==> config.mk <==
export PLATFORM = sky130hd
export DESIGN_NAME = csa_accum_pipe
export DESIGN_NICKNAME = d
export VERILOG_FILES = /design/src/rtl/csa_accum_pipe.sv
export SDC_FILE = /design/constraint.sdc
export NUM_CORES = 1
export LEC_CHECK = 0
export ABC_CLOCK_PERIOD_IN_PS = 25400
export CAP_MARGIN = 30
export CORE_MARGIN = 2
export CORE_UTILIZATION = 54
export DETAILED_ROUTE_END_ITERATION = 6
export PLACE_DENSITY = 0.83
export SLEW_MARGIN = 30
export SYNTH_ARGS = -nofsm -noshare
export SYNTH_HDL_FRONTEND = slang
export SYNTH_SLANG_ARGS = --single-unit
==> constraint.sdc <==
create_clock -name clk -period 25.4 [get_ports clk]
set_input_delay 6.35 -clock clk [delete_from_list [all_inputs] [get_ports clk]]
set_output_delay 6.35 -clock clk [all_outputs]
set_load 0.01 [all_outputs]
==> src/rtl/csa_accum_pipe.sv <==
// csa_accum_pipe: framed multi-operand carry-save accumulator with chunked carry-propagate resolve
module csa_accum_pipe #(
    parameter int BITLEN = 34,
    parameter int NUM_IN = 4,
    parameter int ACCLEN = 40,
    parameter int CHUNK  = 16,
    parameter int SIGNED = 0
) (
    input  logic                     clk,
    input  logic                     reset,
    input  logic                     in_valid,
    output logic                     in_ready,
    input  logic [NUM_IN*BITLEN-1:0] in_data,
    input  logic                     in_first,
    input  logic                     in_last,
    output logic                     out_valid,
    input  logic                     out_ready,
    output logic [ACCLEN-1:0]        out_data,
    output logic [15:0]              out_beats
);
    localparam int NCHUNK = (ACCLEN + CHUNK - 1) / CHUNK;
    localparam int CW = $clog2(NCHUNK + 1);
    localparam logic [1:0] IDLE = 2'd0, ACCUM = 2'd1, RESOLVE = 2'd2, OUTS = 2'd3;
    logic [1:0] state;
    logic [ACCLEN-1:0] s, t, tree_s, tree_t, res, res_n, x, ps, pt;
    logic [BITLEN-1:0] op;
    logic [CW-1:0] chunk;
    logic cy, cy_n, accept, restart;
    assign in_ready = state == IDLE || state == ACCUM;
    assign accept = in_valid && in_ready;
    assign restart = state == IDLE || in_first;
    assign out_valid = state == OUTS;
    assign out_data = res;
    // t holds the carry vector already doubled (2*C mod 2^ACCLEN); each operand passes one FA row
    always_comb begin
        tree_s = restart ? '0 : s;
        tree_t = restart ? '0 : t;
        op = '0;
        x = '0;
        ps = '0;
        pt = '0;
        for (int k = 0; k < NUM_IN; k++) begin
            op = in_data[k*BITLEN +: BITLEN];
            x = {{(ACCLEN-BITLEN){SIGNED != 0 && op[BITLEN-1]}}, op};
            ps = tree_s;
            pt = tree_t;
            tree_s = ps ^ pt ^ x;
            tree_t = {(ps[ACCLEN-2:0] & pt[ACCLEN-2:0]) | (x[ACCLEN-2:0] & (ps[ACCLEN-2:0] ^ pt[ACCLEN-2:0])), 1'b0};
        end
    end
    always_comb begin
        res_n = res;
        cy_n = cy;
        for (int i = 0; i < ACCLEN; i++) begin
            if (i / CHUNK == int'(chunk)) begin
                res_n[i] = s[i] ^ t[i] ^ cy_n;
                cy_n = (s[i] & t[i]) | (cy_n & (s[i] ^ t[i]));
            end
        end
    end
    always_ff @(posedge clk) begin
        if (reset) begin
            state <= IDLE;
            s <= '0;
            t <= '0;
            res <= '0;
            out_beats <= '0;
            chunk <= '0;
            cy <= 1'b0;
        end else begin
            case (state)
                IDLE, ACCUM: if (accept) begin
                    s <= tree_s;
                    t <= tree_t;
                    out_beats <= restart ? 16'd1 : out_beats + 16'(out_beats != 16'hFFFF);
                    state <= in_last ? RESOLVE : ACCUM;
                    chunk <= '0;
                    cy <= 1'b0;
                end
                RESOLVE: begin
                    res <= res_n;
                    cy <= cy_n;
                    chunk <= chunk + 1'b1;
                    if (chunk == CW'(NCHUNK - 1)) state <= OUTS;
                end
                default: if (out_ready) state <= IDLE;
            endcase
        end
    end
endmodule

==> results of run 1 <==
final timing paths:
kind,startpoint,end
worst max register to register,chunk[0],cy
worst min-delay path,out_data[0],out_data[0]
worst max-delay path,chunk[0],cy
worst min register to register,out_data[0],out_data[0]
cell type report:
| cell class | count | area [um^2] |
|---|---|---|
| timing repair buffer | 202 | 2012 |
| multi-input combinational | 726 | 6434 |
| fill | 1414 | 5653 |
| clock inverter | 10 | 138.9 |
| inverter | 264 | 991.0 |
| tap | 260 | 325.3 |
| sequential | 140 | 2803 |
| clock buffer | 22 | 474.2 |
tightest hold or removal path, cell delays in order, from the launching register on:
cell and delay (ns):
dfxtp_1 0.30, nand2_1 0.05, a21oi_1 0.05
stage by stage:
stage	instances	area, um^2	setup slack (ns)
after global placement	1592	12540	2.713
after detailed placement	1592	12550	2.238
after global routing	1624	13180	0.7923
after floorplan	1188	10460	5.164
after CTS	1624	13170	2.047
final	1624	13180	2.520
layer usage:
layer  global-route usage  up-vias  routed length [um]
met3              0.04091       43                1307
met4              0.08546        0                 562
li1                     -     3928                   -
met2               0.4145      229               11670
met1               0.3115     3821                9512
met5                    0        -                   0
Yosys cell counts (2+ instances only):
cell	instances	share of area
nand2b_1	3	0.0018
or3_1	5	0.0030
nor3_2	2	0.0019
o21ai_0	7	0.0033
inv_1	264	0.095
nand4_1	3	0.0018
and3_1	2	0.0012
a21oi_1	82	0.039
xnor2_1	3	0.0025
and2_1	13	0.0078
dfxtp_1	140	0.27
fa_1	171	0.33
nand3_1	15	0.0072
buf_2	23	0.011
nor2b_1	3	0.0018
xor2_1	8	0.0067
clkbuf_1	32	0.011
nand4_4	2	0.0041
a211oi_1	67	0.048
o211ai_1	3	0.0022
buf_6	2	0.0022
nor2_1	85	0.030
or2_2	2	0.0012
nand2_1	205	0.074
ha_1	30	0.036
registers in the layout (all words and copies together) (netlist names):
signal     flops
out_data      40
state          2
out_beats     16
s             40
t             39
chunk          2
cy             1
power groups by stage:
stage          Clock (mW)  Sequential (mW)  Combinational, mW
4_1_cts             0.259            0.261              0.215
3_5_place_dp            0            0.265              0.211
2_1_floorplan           0            0.259              0.139
3_3_place_gp            0            0.265              0.201
5_1_grt             0.269            0.264              0.248
6_report            0.257            0.261              0.212
logic make-up (layout without fill, tap and decap cells):
logic type	Yosys count	in the layout	synth area share
compound gates	167	167	0.09878
flops	140	140	0.2679
buf+inv	322	498	0.1201
xor+xnor	11	11	0.009209
simple gates	347	347	0.1410
fa+ha+maj	201	201	0.3631
placed cells by master (no fill, tap or decap), types with 3 or more instances in the layout:
master,instances
inv_1,264
nand2_1,205
clkdlybuf4s50_1,198
fa_1,171
dfxtp_1,140
nor2_1,83
a21oi_1,82
a211oi_1,67
ha_1,30
clkbuf_16,17
nand3_1,15
and2_1,13
xor2_1,8
o21ai_0,7
or3_1,5
clkinvlp_4,4
buf_4,4
nand2b_1,3
nand4_1,3
o211ai_1,3
xnor2_1,3
clkbuf_8,3
bufinv_16,3
==> summary.md, run 1 <==
| Metric | Value |
|---|---|
| Max-Cap Viols | `0` |
| Most used DFF post-synth | `dfxtp_1` |
| Hold_buf cts | `0` |
| VDD IR max | `0.04186 mV` |
| IO Pins | `200` |
| Vias in the first global route | `8486` |
| Remaining global-route overflow | `0` |
| Final #Nets | `between 1.5k and 2k` |
| P_int | `501.7 uW` |
| Fmax | `about 44 MHz` |
| Antenna Nets Post-Route | `0` |
| Worst Tran Pin Value | `slightly below 0.8 ns` |
| Minimum clock period | `between 20 and 25 ns` |
| Global-route wire length before repair | `39.22 mm` |
| Slowest CP cell | `nand2b_1` |
| Top delay family on crit path | `adder cells` |
| Synth Cell Area | `around 10000 um^2` |
| Core area | `between 15000 and 20000 um^2` |
| Clk Latency, worst-skew pair | `0.43 ns` |
| H-tree depth | `4` |
| Worst hold path cell count | `2` |
| Number of distinct library cells after synthesis | `about 40` |
| Req. time, crit path | `25.67 ns` |
| Worst path max stage delay | `0.60 ns` |
| Area Growth Syn to Fin | `25.95%` |
| Endpoint type of the worst setup path | `flip-flop` |
| Sw Pwr | `228.6 uW` |
| Sequential fraction of the synthesis area | `0.2679` |
| Routability Congestion | `0.8085` |
| CTS Buf Count | `17` |
| Max-slew violation count | `0` |
| Largest net degree at the start of global routing | `84` |
| Drt via density | `4.939` |
| Setup Viol. Count Final | `0` |
| Iter 0 DRT Violations | `383` |
| Via count | `8021` |
| Crit. path cell count | `119` |
| Combinational share of power | `0.291` |
| Die area | `20500 um^2` |
| Async S/R FF share, synth | `0` |
| R2R depth | `119` |
| Status | `finished clean` |
| Die height | `143.2 um` |
| Post-Route WL | `23.05 mm` |
| RSZ-0062 raised after global routing | `false` |
| Warnings from Yosys | `0` |
| Final hold violations | `0` |
| Crit Path Max Fanout | `18` |
| Max clock buf depth | `2` |
| CTS tree | `yes` |
| Starting Density | `0.5556` |
| Leakage | `5.887 nW` |
| DP Wirelength | `17.84 mm` |
| Gates resized, CTS repair | `0` |
| Sequential power share | `0.357` |
| CTS clk-pin slew, worst paths | `0.06 ns` |
| Worst min-delay path class | `reg -> reg` |
| Num rows | `50` |
| Reg2reg setup slack | `between 2 and 3 ns` |
| TNS Setup | `0 ns` |
| Ant. Diodes | `0` |
| Root cell of the clock tree | `clkbuf_16` |
| First-pass iteration count of the detailed router | `5` |
| Setup Buffers After CTS | `0` |
| CTS sink cnt | `140` |
| Port Buf Inserts | `between 150 and 200` |
| Total power | `~730 uW` |
| Pwr Density | `around 55 nW/um^2` |
| Worst setup path class | `reg -> reg` |
| DRC Markers | `0` |
| Share of cells above drive strength 1 | `0.03372` |
| Die Width | `143.2 um` |
| Tot GR Track Use | `0.2422` |
| Cells after synthesis | `1188` |
| Critical path data arrival time | `around 23 ns` |
| Slew Limit Headroom | `0.4766` |
| Final Skew | `0.009160 ns` |
| Synth Register Bits | `140` |
| Mapped Nets | `1531` |
| Period utilization | `0.9008` |
| WP buf/inv | `22` |
| Clock Power Share | `0.352` |
| Routed wire per std cell | `around 14 um` |
| Syn avg cell area | `8.807 um^2` |
| Hold Slack | `0.4514 ns` |
| Switching Share | `0.3130` |
| Post-Route Utilization | `0.6998` |
| Nature of the critical path startpoint | `flip-flop` |
| Initial antenna violation count | `0` |
| Post-synth EDFFs | `0` |
| Most frequent CP cell | `fa_1` |
Note: power is estimated with default switching activity, not from simulation.
==> run 2, diff against run 1 <==
--- a/config.mk
+++ b/config.mk
@@ -6,7 +6,6 @@
 export NUM_CORES = 1
 export LEC_CHECK = 0
 export ABC_CLOCK_PERIOD_IN_PS = 25400
-export CAP_MARGIN = 30
 export CORE_MARGIN = 2
 export CORE_UTILIZATION = 54
 export DETAILED_ROUTE_END_ITERATION = 6
==> results of run 2 <==
No change in the layout: final DEF, timing and power equal those of run 1.
==> run 3, diff against run 2 <==
--- a/config.mk
+++ b/config.mk
@@ -6,6 +6,7 @@
 export NUM_CORES = 1
 export LEC_CHECK = 0
 export ABC_CLOCK_PERIOD_IN_PS = 25400
+export CAP_MARGIN = 20
 export CORE_MARGIN = 2
 export CORE_UTILIZATION = 54
 export DETAILED_ROUTE_END_ITERATION = 6
==> results of run 3 <==
No change in the layout: final DEF, timing and power equal those of run 1.
